File: src/rtl/otter_pkg.sv
// Shared OTTER definitions: opcode map, control-FSM state encoding and
// the FUNC3 codes the control unit cares about.
package otter_pkg;

    typedef enum logic [6:0] {
        LUI    = 7'b0110111,
        AUIPC  = 7'b0010111,
        JAL    = 7'b1101111,
        JALR   = 7'b1100111,
        BRANCH = 7'b1100011,
        LOAD   = 7'b0000011,
        STORE  = 7'b0100011,
        OP_IMM = 7'b0010011,
        OP     = 7'b0110011,
        SYSTEM = 7'b1110011
    } opcode_t;

    typedef enum logic [2:0] {
        ST_INIT  = 3'd0,
        ST_FETCH = 3'd1,
        ST_EXEC  = 3'd2,
        ST_WB    = 3'd3,
        ST_INTR  = 3'd4
    } cu_state_t;

    localparam logic [2:0] FUNC3_CSRRW = 3'b001;

endpackage

File: src/rtl/otter_cu_fsm.sv
// Multi-cycle control sequencer for the OTTER core: fetch / exec / writeback /
// interrupt, driving the PC, register-file, memory and CSR enables.
//
// state    | meaning
// ---------+-----------------------------------------------------------
// ST_INIT  | post-reset hold, RST_OUT asserted for INIT_CYCLES cycles
// ST_FETCH | instruction-port read
// ST_EXEC  | decode opcode, issue enables; LOAD continues to ST_WB
// ST_WB    | load data written to register file, PC advances
// ST_INTR  | interrupt entry, PC loads trap vector
module otter_cu_fsm
    import otter_pkg::*;
#(
    parameter int unsigned INIT_CYCLES = 1
) (
    input  logic       CLK,
    input  logic       RST,
    input  logic       INTR,
    input  logic [6:0] CU_OPCODE,
    input  logic [2:0] FUNC3,
    output logic       PC_WRITE,
    output logic       REG_WRITE,
    output logic       MEM_WE2,
    output logic       MEM_RDEN1,
    output logic       MEM_RDEN2,
    output logic       CSR_WE,
    output logic       INT_TAKEN,
    output logic       RST_OUT,
    output logic [2:0] STATE
);

    localparam logic [3:0] INIT_LAST = 4'(INIT_CYCLES - 1);

    cu_state_t  state;
    cu_state_t  next_state;
    logic [3:0] init_cnt;
    opcode_t    opcode;

    assign opcode = opcode_t'(CU_OPCODE);
    assign STATE  = state;

    always_ff @(posedge CLK or posedge RST) begin
        if (RST) begin
            state    <= ST_INIT;
            init_cnt <= 4'd0;
        end else begin
            state <= next_state;
            // Counter only runs while holding in INIT; cleared elsewhere so a
            // recovery from an illegal encoding restarts the full hold.
            if (state == ST_INIT)
                init_cnt <= init_cnt + 4'd1;
            else
                init_cnt <= 4'd0;
        end
    end

    always_comb begin
        next_state = ST_INIT;
        PC_WRITE   = 1'b0;
        REG_WRITE  = 1'b0;
        MEM_WE2    = 1'b0;
        MEM_RDEN1  = 1'b0;
        MEM_RDEN2  = 1'b0;
        CSR_WE     = 1'b0;
        INT_TAKEN  = 1'b0;
        RST_OUT    = 1'b0;

        case (state)
            ST_INIT: begin
                RST_OUT    = 1'b1;
                next_state = (init_cnt == INIT_LAST) ? ST_FETCH : ST_INIT;
            end
            ST_FETCH: begin
                MEM_RDEN1  = 1'b1;
                next_state = ST_EXEC;
            end
            ST_EXEC: begin
                next_state = INTR ? ST_INTR : ST_FETCH;
                // X or unknown opcodes fall to default and behave as a NOP
                case (opcode)
                    LOAD: begin
                        MEM_RDEN2  = 1'b1;
                        next_state = ST_WB;
                    end
                    STORE: begin
                        MEM_WE2  = 1'b1;
                        PC_WRITE = 1'b1;
                    end
                    LUI, AUIPC, JAL, JALR, OP, OP_IMM: begin
                        PC_WRITE  = 1'b1;
                        REG_WRITE = 1'b1;
                    end
                    SYSTEM: begin
                        PC_WRITE = 1'b1;
                        if (FUNC3 == FUNC3_CSRRW) begin
                            REG_WRITE = 1'b1;
                            CSR_WE    = 1'b1;
                        end
                    end
                    default: PC_WRITE = 1'b1;
                endcase
            end
            ST_WB: begin
                REG_WRITE  = 1'b1;
                PC_WRITE   = 1'b1;
                next_state = INTR ? ST_INTR : ST_FETCH;
            end
            ST_INTR: begin
                INT_TAKEN  = 1'b1;
                PC_WRITE   = 1'b1;
                next_state = ST_FETCH;
            end
            default: next_state = ST_INIT;
        endcase
    end

endmodule

File: config.mk
export PLATFORM = sky130hd
export DESIGN_NAME = otter_cu_fsm
export DESIGN_NICKNAME = d
export VERILOG_FILES = /design/src/rtl/otter_pkg.sv /design/src/rtl/otter_cu_fsm.sv
export SDC_FILE = /design/constraint.sdc
export NUM_CORES = 1
export LEC_CHECK = 0
export ABC_CLOCK_PERIOD_IN_PS = 6900
export CORE_AREA = 5 5 42 44
export DETAILED_ROUTE_END_ITERATION = 10
export DIE_AREA = 0 0 47 49
export PLACE_DENSITY = 0.72
export SETUP_SLACK_MARGIN = 0.05
export SLEW_MARGIN = 25
export SYNTH_ARGS = -nofsm -noshare
export SYNTH_HDL_FRONTEND = slang
export SYNTH_SLANG_ARGS = --single-unit
File: constraint.sdc
create_clock -name CLK -period 6.9 [get_ports CLK]
set_input_delay 2.07 -clock CLK [delete_from_list [all_inputs] [get_ports CLK]]
set_output_delay 2.07 -clock CLK [all_outputs]
set_load 0.005 [all_outputs]
Yosys cells after proc, flatten, opt, wreduce, memory -nomap -nowiden
Index checks and enable logic that the tools add are counted.
Widths: inputs -> output; s select.
{ "totals": {"register_bits": 7, "latchBits": 0, "ramBits": 0, "romBits": 0, "in_bits": 13, "output_inout_bits": 11, "word_cells": 40, "mem_count": 0} }
{ "classes": {"addsub": 1, "multipliers": 0, "div": 0, "magnitude_cmp": 0, "n_eq_ne": 14, "shifts": 0, "mux": 19, "n_bitwise": 0, "reduce_logical": 4} }
{ "ops": {"columns": ["cell", "count"], "rows": [
  ["$eq 7x6->1 const B", 3],
  ["$eq 7x7->1 const B", 3],
  ["$pmux 3 s5", 1],
  ["$eq 7x5->1 const B", 2],
  ["$mux 1", 12],
  ["$eq 7x2->1 const B", 1],
  ["$eq 3x1->1 const B", 2],
  ["$eq 3x2->1 const B", 2],
  ["$mux 3", 2],
  ["$pmux 1 s2", 3],
  ["$reduce_or 6->1", 1],
  ["$add 4x1->4 const B", 1],
  ["$logic_not 4->1", 1],
  ["$mux 4", 1],
  ["$eq 3x3->1 const B", 1],
  ["$logic_not 3->1", 1],
  ["$reduce_or 2->1", 1]
]} }

Longest topological paths before layout
Gate-level depths: netlist (run 1).
{ "depth": {"word_depth": 4, "ltp_mapped": 5, "ltp_nobuf": 5} }

Worst setup path after synthesis (run 1)
Ideal clock, no wire load.
{ "synth_path": {"path_kind": "input to output", "start": "in CU_OPCODE[5]", "end": "out PC_WRITE", "arrival_time_ps": 3049, "required_ps": 4830, "slack_ps": 1781, "path_stages": 3, "path_buffers": 0, "cell_sequence": "or3_4 > or4_4 > a21o_1"} }
{ "synth_between": {"elab_chain_len": 3} }
{ "synth_rtl": {"columns": ["element", "line", "text"], "rows": [
  ["start: declaration", "otter_cu_fsm.sv:19", "input logic [6:0] CU_OPCODE,"],
  ["$eq 7x2->1", "otter_cu_fsm.sv:80", "case (opcode)"],
  ["$mux 1", "otter_cu_fsm.sv:80", null],
  ["$pmux 1 s2", "otter_cu_fsm.sv:68", "case (state)"],
  ["end: declaration", "otter_cu_fsm.sv:21", "output logic PC_WRITE,"]
]} }
No other way between the ends.

Worst setup path in the final report (run 1)
{ "layout_path": {"start": "in CU_OPCODE[4]", "end": "out PC_WRITE"} }
Same word-level chain as after synthesis.

==> impl_metrics.csv, run 1 <==
group,metric,value,unit
outcome,run_status,"complete, no violations",
placement,hpwlAfterDp,954.1,µm
grt,grt_start_max_net_pins,8,
sta,post-route-period-util,88.50,%
pwr,ir_worst_vdd,0.1094,mV
worst_setup_path,timing.critical_path.fanout_max,6,
layout,multiInputGateArea,275.3,µm²
worst_setup_path,critical_path_end,"PC_WRITE",
worst_setup_path,worst_setup_path_startpoint,"CU_OPCODE[4]",
run,drv.max_cap_violation_count,0,
layout,area_growth_syn_to_layout,58.93,%
worst_setup_path,arrival,4.04,ns
clock_network,clock_latency,0.24,ns
placement,gp_routability_congestion,0.6914,
logic_synthesis,ys_seq_elements,7,
clock_network,cts.repair_timing.setup_buffer_count,0,
sta,setup_violations,0,
sta,slew_headroom,76.36,%
detailed_routing,detailedRoute.firstIterationViolations,5,
die,chipHeight,49,µm
die,ios,24,
detailed_routing,wl_per_cell,11.63,µm
layout,nets,93,
grt,globalRouteTotalUtil,10.89,%
sta,rsz0062_at_grt,"no",
layout,filler_cell_count,157,
worst_setup_path,cp_launch_type,"primary input",
detailed_routing,num_vias,461,
pwr,power_per_cell_area,300.2,nW/µm²
clock_network,cts-buffers-inserted,3,
sta,fin_worst_skew,0.002638,ns
sta,drv_slew,0,
worst_setup_path,timing.setup.critical_path_class,"primary input to primary output",
die,core,1401,µm²
clock_network,cts.sinks,7,
logic_synthesis,gate_count_of_the_mapped_netlist,50,
grt,number_of_global_route_vias_before_repair,485,
die,dieWidth,47,µm
logic_synthesis,seq_area_frac_synth,37.33,%
layout,sequential_cell_area,175.2,µm²
die,fp-row-count,14,
detailed_routing,ant_nets,0,
pwr,cellLeakagePower,0.3124,nW
sta,fmax,163.8,MHz
logic_synthesis,mappedNetlistNets,65,
clock_network,cts.htree.levels,1,
logic_synthesis,synthesis.area_per_instance,9.384,µm²
layout,antenna_cells,0,
detailed_routing,wirelength,1.082,mm
clock_network,max_clock_buf_depth,2,
logic_synthesis,synth.lib_cells_used.distinct,27,
die,design.die.area,2303,µm²
detailed_routing,firstDrtPassIters,4,
layout,layout-drive-gt1-share,11.69,%
worst_setup_path,critPathRequiredTime,4.83,ns
clock_network,cts_tree,"built",
detailed_routing,drc,0,
layout,finalInstanceArea,745.7,µm²
sta,hold_violations,0,
sta,totalNegativeSetupSlack,0,ns
worst_setup_path,reg_to_reg_critical_path_endpoint,"STATE[1]",
grt,grt-ovfl-total,0,
die,start_util,33.48,%
clock_network,ctsRootBufferMaster,"clkbuf_4",
placement,dpl-instance-area,719.4,µm²
worst_setup_path,worstReg2RegStart,"STATE[2]",
clock_network,cts.reportedPaths.clkPinSlew,0.05,ns
sta,finalWorstPathRequiredPeriod,6.107,ns
logic_synthesis,synth.yosys.warnings,0,
sta,max_slew.worst_pin.slew,0.3498,ns
placement,port_buffers,23,
worst_setup_path,worst_setup_path_end_kind,"primary output",
clock_network,cts_resizes,0,
grt,global_route_wire_length_before_repair,1.842,mm
worst_setup_path,r2r_cells,3,
logic_synthesis,cell_area_after_synthesis,469.2,µm²
worst_setup_path,rrSetupSlack,5.58,ns
clock_network,ctsHoldBuffers,0,
grt,grt_antenna_before_repair,0,
worst_hold_path,worstHoldPathType,"register to register",
detailed_routing,vias_per_cell,4.957,
## synth_stat cells
library cell  n  area, µm²
nand2_1       1      3.750
nor4b_2       1      15.01
o211ai_2      1      12.51
ha_1          2      25.02
nand2b_1      2      12.51
or3_4         1      11.26
nor4bb_1      1      10.01
nor2_1        7      26.28
nand4_1       1      6.260
nor2b_1       1      6.260
nor3b_1       2      15.01
inv_1         5      18.77
a21o_1        1      7.510
or2_1         1      6.260
and2_1        2      12.51
o21bai_1      1      7.510
o21ai_0       1      5.000
nor3_1        2      10.01
and4b_2       1      11.26
and3_1        1      6.260
nand3_1       2      10.01
a221oi_1      1      8.760
dfrtp_1       7      175.2
xor2_1        1      8.760
xnor2_1       1      8.760
or3_1         1      6.260
or4_4         2      22.52
## flip-flops by register name, indices dropped and copies added, names as in the netlist
name      count
init_cnt      4
STATE         3
## layer usage
layer	track usage (%)	part of all wire, %	vias to the layer above
met5	0	0	-
met4	5.530	0.37	0
met3	2.952	7.9	2
met2	19.46	55	16
met1	10.69	37	211
li1	-	-	232
## where the power goes
group / internal, mW / leakage (nW) / total (mW) / switching, mW
clock: 0.0220 / 0.0150 / 0.0358 / 0.0138
combinational: 0.0701 / 0.205 / 0.115 / 0.0448
sequential: 0.0555 / 0.0926 / 0.0732 / 0.0177
## final cells by class
type | instances | area share [%]
Clock buffer | 4 | 3.523
Sequential cell | 7 | 23.49
Inverter | 5 | 2.517
Tap cell | 16 | 2.685
Multi-Input combinational cell | 38 | 36.91
Timing Repair Buffer | 23 | 30.87
## worst max-delay path: stages
cell and delay, ns:
clkdlybuf4s50_1 0.50, or3_4 0.41, or4_4 0.45, a21o_1 0.17, clkdlybuf4s50_1 0.44
## cells in the final DEF (no fill, tap or decap), types with 2 or more instances in the layout
cell / n
dfrtp_1: 7
nand3_1: 2
nor3b_1: 2
or4_4: 2
inv_1: 5
nor3_1: 2
clkdlybuf4s50_1: 23
ha_1: 2
nor2_1: 7
clkbuf_4: 3
and2_1: 2
nand2b_1: 2
## per-stage QoR
step	power (mW)	hold slack (ns)	util [%]	instances	setup WS, ns
3_3_place_gp	0.1892	0.4823	51.34	89	0.7960
6_report	0.2239	0.4913	53.21	93	0.7934
3_5_place_dp	0.1926	0.4923	51.34	89	0.7814
4_1_cts	0.2303	0.4991	53.21	93	0.7823
2_1_floorplan	0.1273	0.4530	-	50	1.781
5_1_grt	0.2445	0.5281	53.21	93	0.7046
## how the worst min path moves through the flow
stage | start | slack (ns) | depth (start not counted) | endpoint
after floorplan | init_cnt[0] | 0.45 | 1 | init_cnt[0]
after global placement | init_cnt[0] | 0.48 | 1 | init_cnt[0]
after detailed placement | init_cnt[0] | 0.49 | 1 | init_cnt[0]
after CTS | init_cnt[0] | 0.50 | 1 | init_cnt[0]
after global routing | init_cnt[0] | 0.53 | 1 | init_cnt[0]
final | init_cnt[0] | 0.49 | 1 | init_cnt[0]
## cells by family after synthesis
| kind of cell | after synthesis | share of synthesized area (%) |
|---|---|---|
| xor gates and xnor gates | 2 | 3.734 |
| adders and majority gates | 2 | 5.332 |
| and+or+nand+nor | 29 | 40.80 |
| buffers and inverters | 5 | 4.000 |
| DFF | 7 | 37.33 |
| AOI/OAI and AO/OA | 5 | 8.800 |
(Power assumes the default switching activity.)
==> inputs of run 2 (changes only) <==
- GPL_ROUTABILITY_DRIVEN: default -> 0
==> results of run 2 <==
The final DEF is identical to that of run 1; final timing and power are the same.
